### src/rtl/lighting_scheduler.sv
// Room lighting controller: luminosity hysteresis, occupancy hold timer and
// stepped brightness ramps driving a 0..7 lamp level.
module lighting_scheduler #(
  parameter int unsigned HOLD_CYCLES = 16,
  parameter int unsigned DARK_ON     = 3,
  parameter int unsigned DARK_OFF    = 5,
  parameter int unsigned RAMP_DIV    = 2
) (
  input  logic       clk,
  input  logic       rst,
  input  logic [2:0] luminosity,
  input  logic       motionSensor,
  input  logic       override_en,
  input  logic       override_on,
  output logic [2:0] level,
  output logic       light,
  output logic [2:0] state
);

  localparam int unsigned HW = (HOLD_CYCLES > 1) ? $clog2(HOLD_CYCLES) : 1;
  localparam int unsigned RW = (RAMP_DIV > 1) ? $clog2(RAMP_DIV) : 1;
  localparam logic [HW-1:0] HOLD_LOAD = HW'(HOLD_CYCLES - 1);
  localparam logic [RW-1:0] RAMP_LAST = RW'(RAMP_DIV - 1);
  localparam logic [2:0]    DARK_ON_L  = 3'(DARK_ON);
  localparam logic [2:0]    DARK_OFF_L = 3'(DARK_OFF);

  typedef enum logic [2:0] {
    S_OFF       = 3'd0,
    S_RAMP_UP   = 3'd1,
    S_ON        = 3'd2,
    S_HOLD      = 3'd3,
    S_RAMP_DOWN = 3'd4
  } state_t;

  state_t        state_r, state_s;
  logic [2:0]    level_r, level_s;
  logic          dark_r, dark_s;
  logic [HW-1:0] hold_cnt_r, hold_cnt_s;
  logic [RW-1:0] ramp_cnt_r, ramp_cnt_s;
  logic          step_up_s, step_down_s;

  // Dark flag with hysteresis band between DARK_ON and DARK_OFF
  always_comb begin
    dark_s = dark_r;
    if (luminosity <= DARK_ON_L) begin
      dark_s = 1'b1;
    end else if (luminosity >= DARK_OFF_L) begin
      dark_s = 1'b0;
    end else begin
      dark_s = dark_r;
    end
  end

  // Next-state, level, hold timer and ramp divider
  always_comb begin
    state_s     = state_r;
    level_s     = level_r;
    hold_cnt_s  = hold_cnt_r;
    ramp_cnt_s  = '0;
    step_up_s   = 1'b0;
    step_down_s = 1'b0;

    case (state_r)
      S_OFF: begin
        if (override_en) begin
          state_s = override_on ? S_RAMP_UP : S_OFF;
        end else if (dark_r && motionSensor) begin
          state_s = S_RAMP_UP;
        end else begin
          state_s = S_OFF;
        end
      end
      S_RAMP_UP: begin
        if (override_en && !override_on) begin
          state_s = S_RAMP_DOWN;
        end else if (!override_en && !dark_r) begin
          state_s = S_RAMP_DOWN;
        end else begin
          step_up_s = 1'b1;
        end
      end
      S_ON: begin
        if (override_en) begin
          state_s = override_on ? S_ON : S_RAMP_DOWN;
        end else if (!dark_r) begin
          state_s = S_RAMP_DOWN;
        end else if (motionSensor) begin
          state_s = S_ON;
        end else begin
          state_s = S_HOLD;
        end
      end
      S_HOLD: begin
        if (override_en) begin
          state_s = override_on ? S_RAMP_UP : S_RAMP_DOWN;
        end else if (!dark_r) begin
          state_s = S_RAMP_DOWN;
        end else if (motionSensor) begin
          state_s    = S_ON;
          hold_cnt_s = HOLD_LOAD;
        end else if (hold_cnt_r == '0) begin
          state_s = S_RAMP_DOWN;
        end else begin
          hold_cnt_s = hold_cnt_r - HW'(1);
        end
      end
      S_RAMP_DOWN: begin
        if (override_en) begin
          if (override_on) begin
            state_s = S_RAMP_UP;
          end else begin
            step_down_s = 1'b1;
          end
        end else if (dark_r && motionSensor) begin
          state_s = S_RAMP_UP;
        end else begin
          step_down_s = 1'b1;
        end
      end
      default: begin
        state_s = S_OFF;
        level_s = 3'd0;
      end
    endcase

    // One saturating step per RAMP_DIV cycles; ramp_cnt_s stays 0 on any entry
    if (step_up_s || step_down_s) begin
      if (ramp_cnt_r == RAMP_LAST) begin
        ramp_cnt_s = '0;
        if (step_up_s) begin
          level_s = (level_r == 3'd7) ? 3'd7 : level_r + 3'd1;
          state_s = (level_s == 3'd7) ? S_ON : S_RAMP_UP;
        end else begin
          level_s = (level_r == 3'd0) ? 3'd0 : level_r - 3'd1;
          state_s = (level_s == 3'd0) ? S_OFF : S_RAMP_DOWN;
        end
      end else begin
        ramp_cnt_s = ramp_cnt_r + RW'(1);
      end
    end else begin
      ramp_cnt_s = '0;
    end

    if (override_en || (state_r == S_ON)) begin
      hold_cnt_s = HOLD_LOAD;
    end else begin
      hold_cnt_s = hold_cnt_s;
    end
  end

  // State and datapath registers
  always_ff @(posedge clk or posedge rst) begin
    if (rst) begin
      state_r    <= S_OFF;
      level_r    <= 3'd0;
      dark_r     <= 1'b0;
      hold_cnt_r <= '0;
      ramp_cnt_r <= '0;
    end else begin
      state_r    <= state_s;
      level_r    <= level_s;
      dark_r     <= dark_s;
      hold_cnt_r <= hold_cnt_s;
      ramp_cnt_r <= ramp_cnt_s;
    end
  end

  assign level = level_r;
  assign light = |level_r;
  assign state = state_r;

endmodule

### config.mk
export PLATFORM = sky130hd
export DESIGN_NAME = lighting_scheduler
export DESIGN_NICKNAME = d
export VERILOG_FILES = /design/src/rtl/lighting_scheduler.sv
export SDC_FILE = /design/constraint.sdc
export NUM_CORES = 1
export LEC_CHECK = 0
export ABC_AREA = 1
export CORE_MARGIN = 4
export CORE_UTILIZATION = 35
export CTS_BUF_LIST = sky130_fd_sc_hd__clkbuf_4 sky130_fd_sc_hd__clkbuf_8
export CTS_CLUSTER_DIAMETER = 30
export CTS_CLUSTER_SIZE = 30
export DETAILED_ROUTE_END_ITERATION = 16
export SLEW_MARGIN = 20
export SYNTH_ARGS = -nofsm -noshare
export SYNTH_HDL_FRONTEND = slang
export SYNTH_SLANG_ARGS = --single-unit
### constraint.sdc
create_clock -name clk -period 4.3 [get_ports clk]
set_clock_uncertainty 0.2 [all_clocks]
set_input_delay 0.645 -clock clk [delete_from_list [all_inputs] [get_ports clk]]
set_output_delay 0.645 -clock clk [all_outputs]
set_load 0.005 [all_outputs]
## Yosys cells after proc, flatten, opt, wreduce, memory -nomap -nowiden

Cells that the tools add are included.
Widths: inputs -> output; s select.

| storage, ports and cells | value |
|---|---|
| register bits | 12 |
| input port bits | 8 |
| output and inout bits | 7 |
| logic and storage cells | 83 |

| cells by class | value |
|---|---|
| add/sub/neg operators | 4 |
| order comparisons | 2 |
| eq/ne operators | 8 |
| multiplexer cells | 46 |
| reductions and logical operators | 18 |

Operators with widths:

| cell | count |
|---|---|
| $mux 3 | 23 |
| $mux 4 | 6 |
| $mux 1 | 15 |
| $pmux 3 s5 | 1 |
| $eq 3x3->1 const B | 3 |
| $logic_not 3->1 | 3 |
| $eq 3x2->1 const B | 2 |
| $reduce_bool 2->1 | 3 |
| $reduce_or 5->1 | 1 |
| $logic_not 4->1 | 1 |
| $reduce_and 4->1 | 1 |
| $sub 4x1->4 const B | 1 |
| $add 3x1->3 const B | 1 |
| $eq 3x1->1 const B | 1 |
| $ge 3x3->1 const B | 1 |
| $le 3x2->1 const B | 1 |
| $logic_and 1x1->1 | 3 |
| $logic_not 1->1 | 3 |
| $ne 3x2->1 const B | 1 |
| $reduce_or 3->1 | 1 |
| $sub 3x1->3 const B | 1 |
| $logic_or 1x1->1 | 2 |
| $mux 2 | 1 |
| $ne 2x1->1 const B | 1 |
| $add 1x1->1 const B | 1 |

## Logic depth before layout (Yosys ltp)

| logic depth | value |
|---|---|
| depth in word-level cells | 8 |
| gate-level depth with buffers | 11 |
| mapped depth without buffers | 11 |

## Worst setup path after synthesis

Ideal clock, no wire load.

| timing path | value |
|---|---|
| path type | register -> output |
| start point | register level_r[0] (netlist: level[0]) |
| end point | output light |
| arrival time | 0.903 ns |
| data required time | 3.455 ns |
| path slack | 2.552 ns |
| stages on the path, launching flop included | 5 |
| buffers on the path | 0 |
| cells stage by stage | dfrtp_1 inv_1 ha_1 ha_1 inv_1 |

| between the ends | value |
|---|---|
| word-level cells in the longest chain between the ends | 1 |

Ends and longest elaborated chain:

| element | RTL line | RTL |
|---|---|---|
| start: declaration | 36 | `logic [2:0] level_r, level_s;` |
| start signal: assignment | 161 | `level_r <= level_s;` |
| $reduce_or 3->1 | 169 | `assign light = \|level_r;` |
| end: declaration | 16 | `output logic light,` |

Every way passes these cells.

## Final worst setup path

Same ends and word-level chain as after synthesis.

==> flow_metrics.env <==
export IMPL_first_iter_violations=13
export IMPL_yosys_register_bits=12
export IMPL_antenna_found_initial=0
export IMPL_slew_headroom_pct=66.9
export IMPL_synth_nets=143
export IMPL_hp_class="flip-flop to flip-flop"
export IMPL_crit_chain="inv_1, ha_1, ha_1, inv_1, clkdlybuf4s50_1"
export IMPL_gp_routability_congestion=0.860
export IMPL_hpwl_um=1500
export IMPL_min_period_ns=2.55
export IMPL_swShare_pct=38.9
export IMPL_setup_tns_ns=0
export IMPL_syn_instance_count=130
export IMPL_synth_distinct_cells=18
export IMPL_syn_cell_area_sq_um=897
export IMPL_p_seq_share_pct=36.5
export IMPL_cpPeakStageDelay_ns=0.49
export IMPL_wire_per_inst_um=10.3
export IMPL_hold_violations=0
export IMPL_yosys_warnings=0
export IMPL_tritoncts="yes"
export IMPL_outcome="completed"
export IMPL_comb_power_share_pct=42.8
export IMPL_vias=833
export IMPL_cts_hold_buffers=0
export IMPL_cts_htree_levels=1
export IMPL_cts_inserted_buffers=3
export IMPL_portBuffers=14
export IMPL_ctsLongestPathBuffers=2
export IMPL_holdWs_ns=0.297
export IMPL_crit_path_start_kind="flip-flop"
export IMPL_p_leak_nw=0.605
export IMPL_final_setup_viol_count=0
export IMPL_peakVddDrop_uv=149
export IMPL_switchingPower_mw=0.167
export IMPL_power_density_nw_per_um2=385
export IMPL_drc=0
export IMPL_cp_end_kind="output pin"
export IMPL_synthAdderAreaFrac_pct=6.97
export IMPL_synthSimpleGateAreaFrac_pct=37.4
export IMPL_vias_per_cell=4.68
export IMPL_ant_nets=0
export IMPL_first_pass_iters=4
export IMPL_internal_power_mw=0.261
export IMPL_drv_slew=0
export IMPL_start_util_pct=36.5
export IMPL_synth_area_top_cells="dfrtp_1, nand2_1, inv_1"
export IMPL_grt_max_degree=13
export IMPL_synth_top_family_by_area="simple AND/OR/NAND/NOR gates"
export IMPL_grt_usage_pct=12.1
export IMPL_crit_slowest_cell="clkdlybuf4s50_1"
export IMPL_synthToLayoutAreaGrowth_pct=23.8
export IMPL_synth_largest_area_cell="dfrtp_1"
export IMPL_layout_common_cells="nand2_1, inv_1, clkdlybuf4s50_1"
export IMPL_dieWidth_um=58.6
export IMPL_num_rows=18
export IMPL_cp_max_fo=5
export IMPL_worstPathArrival_ns=1.70
export IMPL_clk_pin_slew_worst_paths_ns=0.08
export IMPL_post_cts_buffers=0
export IMPL_clock_sinks=12
export IMPL_tightest_slew_ns=0.496
export IMPL_preCtsSetupSlack_ns=2.04
export IMPL_clk_latency_ns=0.27
export IMPL_fin_crit_sh_pct=59.3
export IMPL_diodes=0
export IMPL_layout_drive_gt1_share_pct=10.1
export IMPL_design_core_area_sq_um=2450
export IMPL_synth_top_area_share_pct=33.5
export IMPL_fin_ws_ns=1.75
export IMPL_chipHeight_um=58.6
export IMPL_yosys_area_share_xor_xnor_pct=0
export IMPL_nNetsFinal=162
export IMPL_fmax_mhz=392
export IMPL_pwr_share_clk_pct=20.7
export IMPL_routed_wl_um=1830
export IMPL_rsz0062_at_grt="no"
export IMPL_final_common_cell="nand2_1"
export IMPL_synth_compound_area_share_pct=12.1
export IMPL_seq_area_frac_synth_pct=33.5
export IMPL_ios=15
export IMPL_synthMuxAreaShare_pct=0
export IMPL_maxCapViolCount=0
export IMPL_grt_pass1_vias=797
export IMPL_crit_type="flip-flop to output pin"
export IMPL_cp_required_ns=3.45
export IMPL_grt_overflow_total=0
export IMPL_cts_resized=0
export IMPL_grt_pass1_wl_um=3280
export IMPL_fill_cells=269
export IMPL_synth_avg_cell_area_sq_um=6.90
export IMPL_fp_dieArea_sq_um=3440
export IMPL_root_buffer="clkbuf_4"
[kinds of logic after synthesis]
group / after synthesis
DFF: 12
and+or+nand+nor: 71
AOI/OAI and AO/OA: 18
adders and majority gates: 5
buffers and inverters: 24
[power by group through the flow]
stage                     logic (mW)  registers [mW]  clock network (mW)
after global routing           0.208           0.159               0.101
after global placement         0.182           0.158                   0
after floorplan                0.128           0.155                   0
final                          0.183           0.156              0.0887
after detailed placement       0.184           0.158                   0
after CTS                      0.186           0.156              0.0927
[worst max-delay path, delay by kind of cell, from the launching register on]
family	cells	cell delay, ns
DFF	1	0.42
buffers and inverters	3	0.62
adders and majority gates	2	0.40
[cells in the mapped netlist, drive strengths merged]
| cell type | n |
|---|---|
| nand3 | 11 |
| ha | 5 |
| nand2 | 44 |
| o31ai | 1 |
| a21oi | 6 |
| nor2 | 13 |
| nor3 | 2 |
| dfrtp | 12 |
| inv | 24 |
| o21ai | 9 |
| o211ai | 1 |
| o21bai | 1 |
| nand4 | 1 |
[area by class of cell]
cell class	count	area (sq um)	area share, %
timing repair buffer	14	140	12.6
multi-input combinational	94	507	45.6
clock buffer	4	36.3	3.27
tap	30	37.5	3.38
sequential	12	300	27.0
inverter	24	90.1	8.11
[registers in the layout, summed over array words and instances, names as in the netlist]
register,count
dark_r,1
hold_cnt_r,4
level,3
ramp_cnt_r,1
state,3
[per-stage QoR]
stage	util [%]	power, mW	cells	instance area (sq um)
5_1_grt	45.3	0.468	178	1110
3_3_place_gp	43.8	0.340	174	1070
3_5_place_dp	43.8	0.343	174	1070
6_report	45.3	0.428	178	1110
4_1_cts	45.3	0.435	178	1110
2_1_floorplan	-	0.282	130	897
[routing by layer]
metal  vias to the layer above  global-route usage (%)  routed length (um)
met1                       376                    16.8                 922
li1                        443                       -                   -
met3                         2                    1.54                  51
met4                         0                    4.85                  26
met2                        12                    19.0                 827
met5                         -                       0                   0
[worst paths after layout]
check / startpoint / to / slack, ns / depth (start not counted)
setup / recovery: level[0] / light / 1.75 / 5
hold / removal: hold_cnt_r[2] / hold_cnt_r[2] / 0.30 / 2
setup reg to reg: hold_cnt_r[0] / hold_cnt_r[0] / 2.51 / 9
hold reg to reg: hold_cnt_r[2] / hold_cnt_r[2] / 0.30 / 2
max in group asynchronous: rst / state[1] / 3.07 / 2
min in group asynchronous: rst / hold_cnt_r[0] / 0.49 / 2
(Power assumes the default switching activity.)
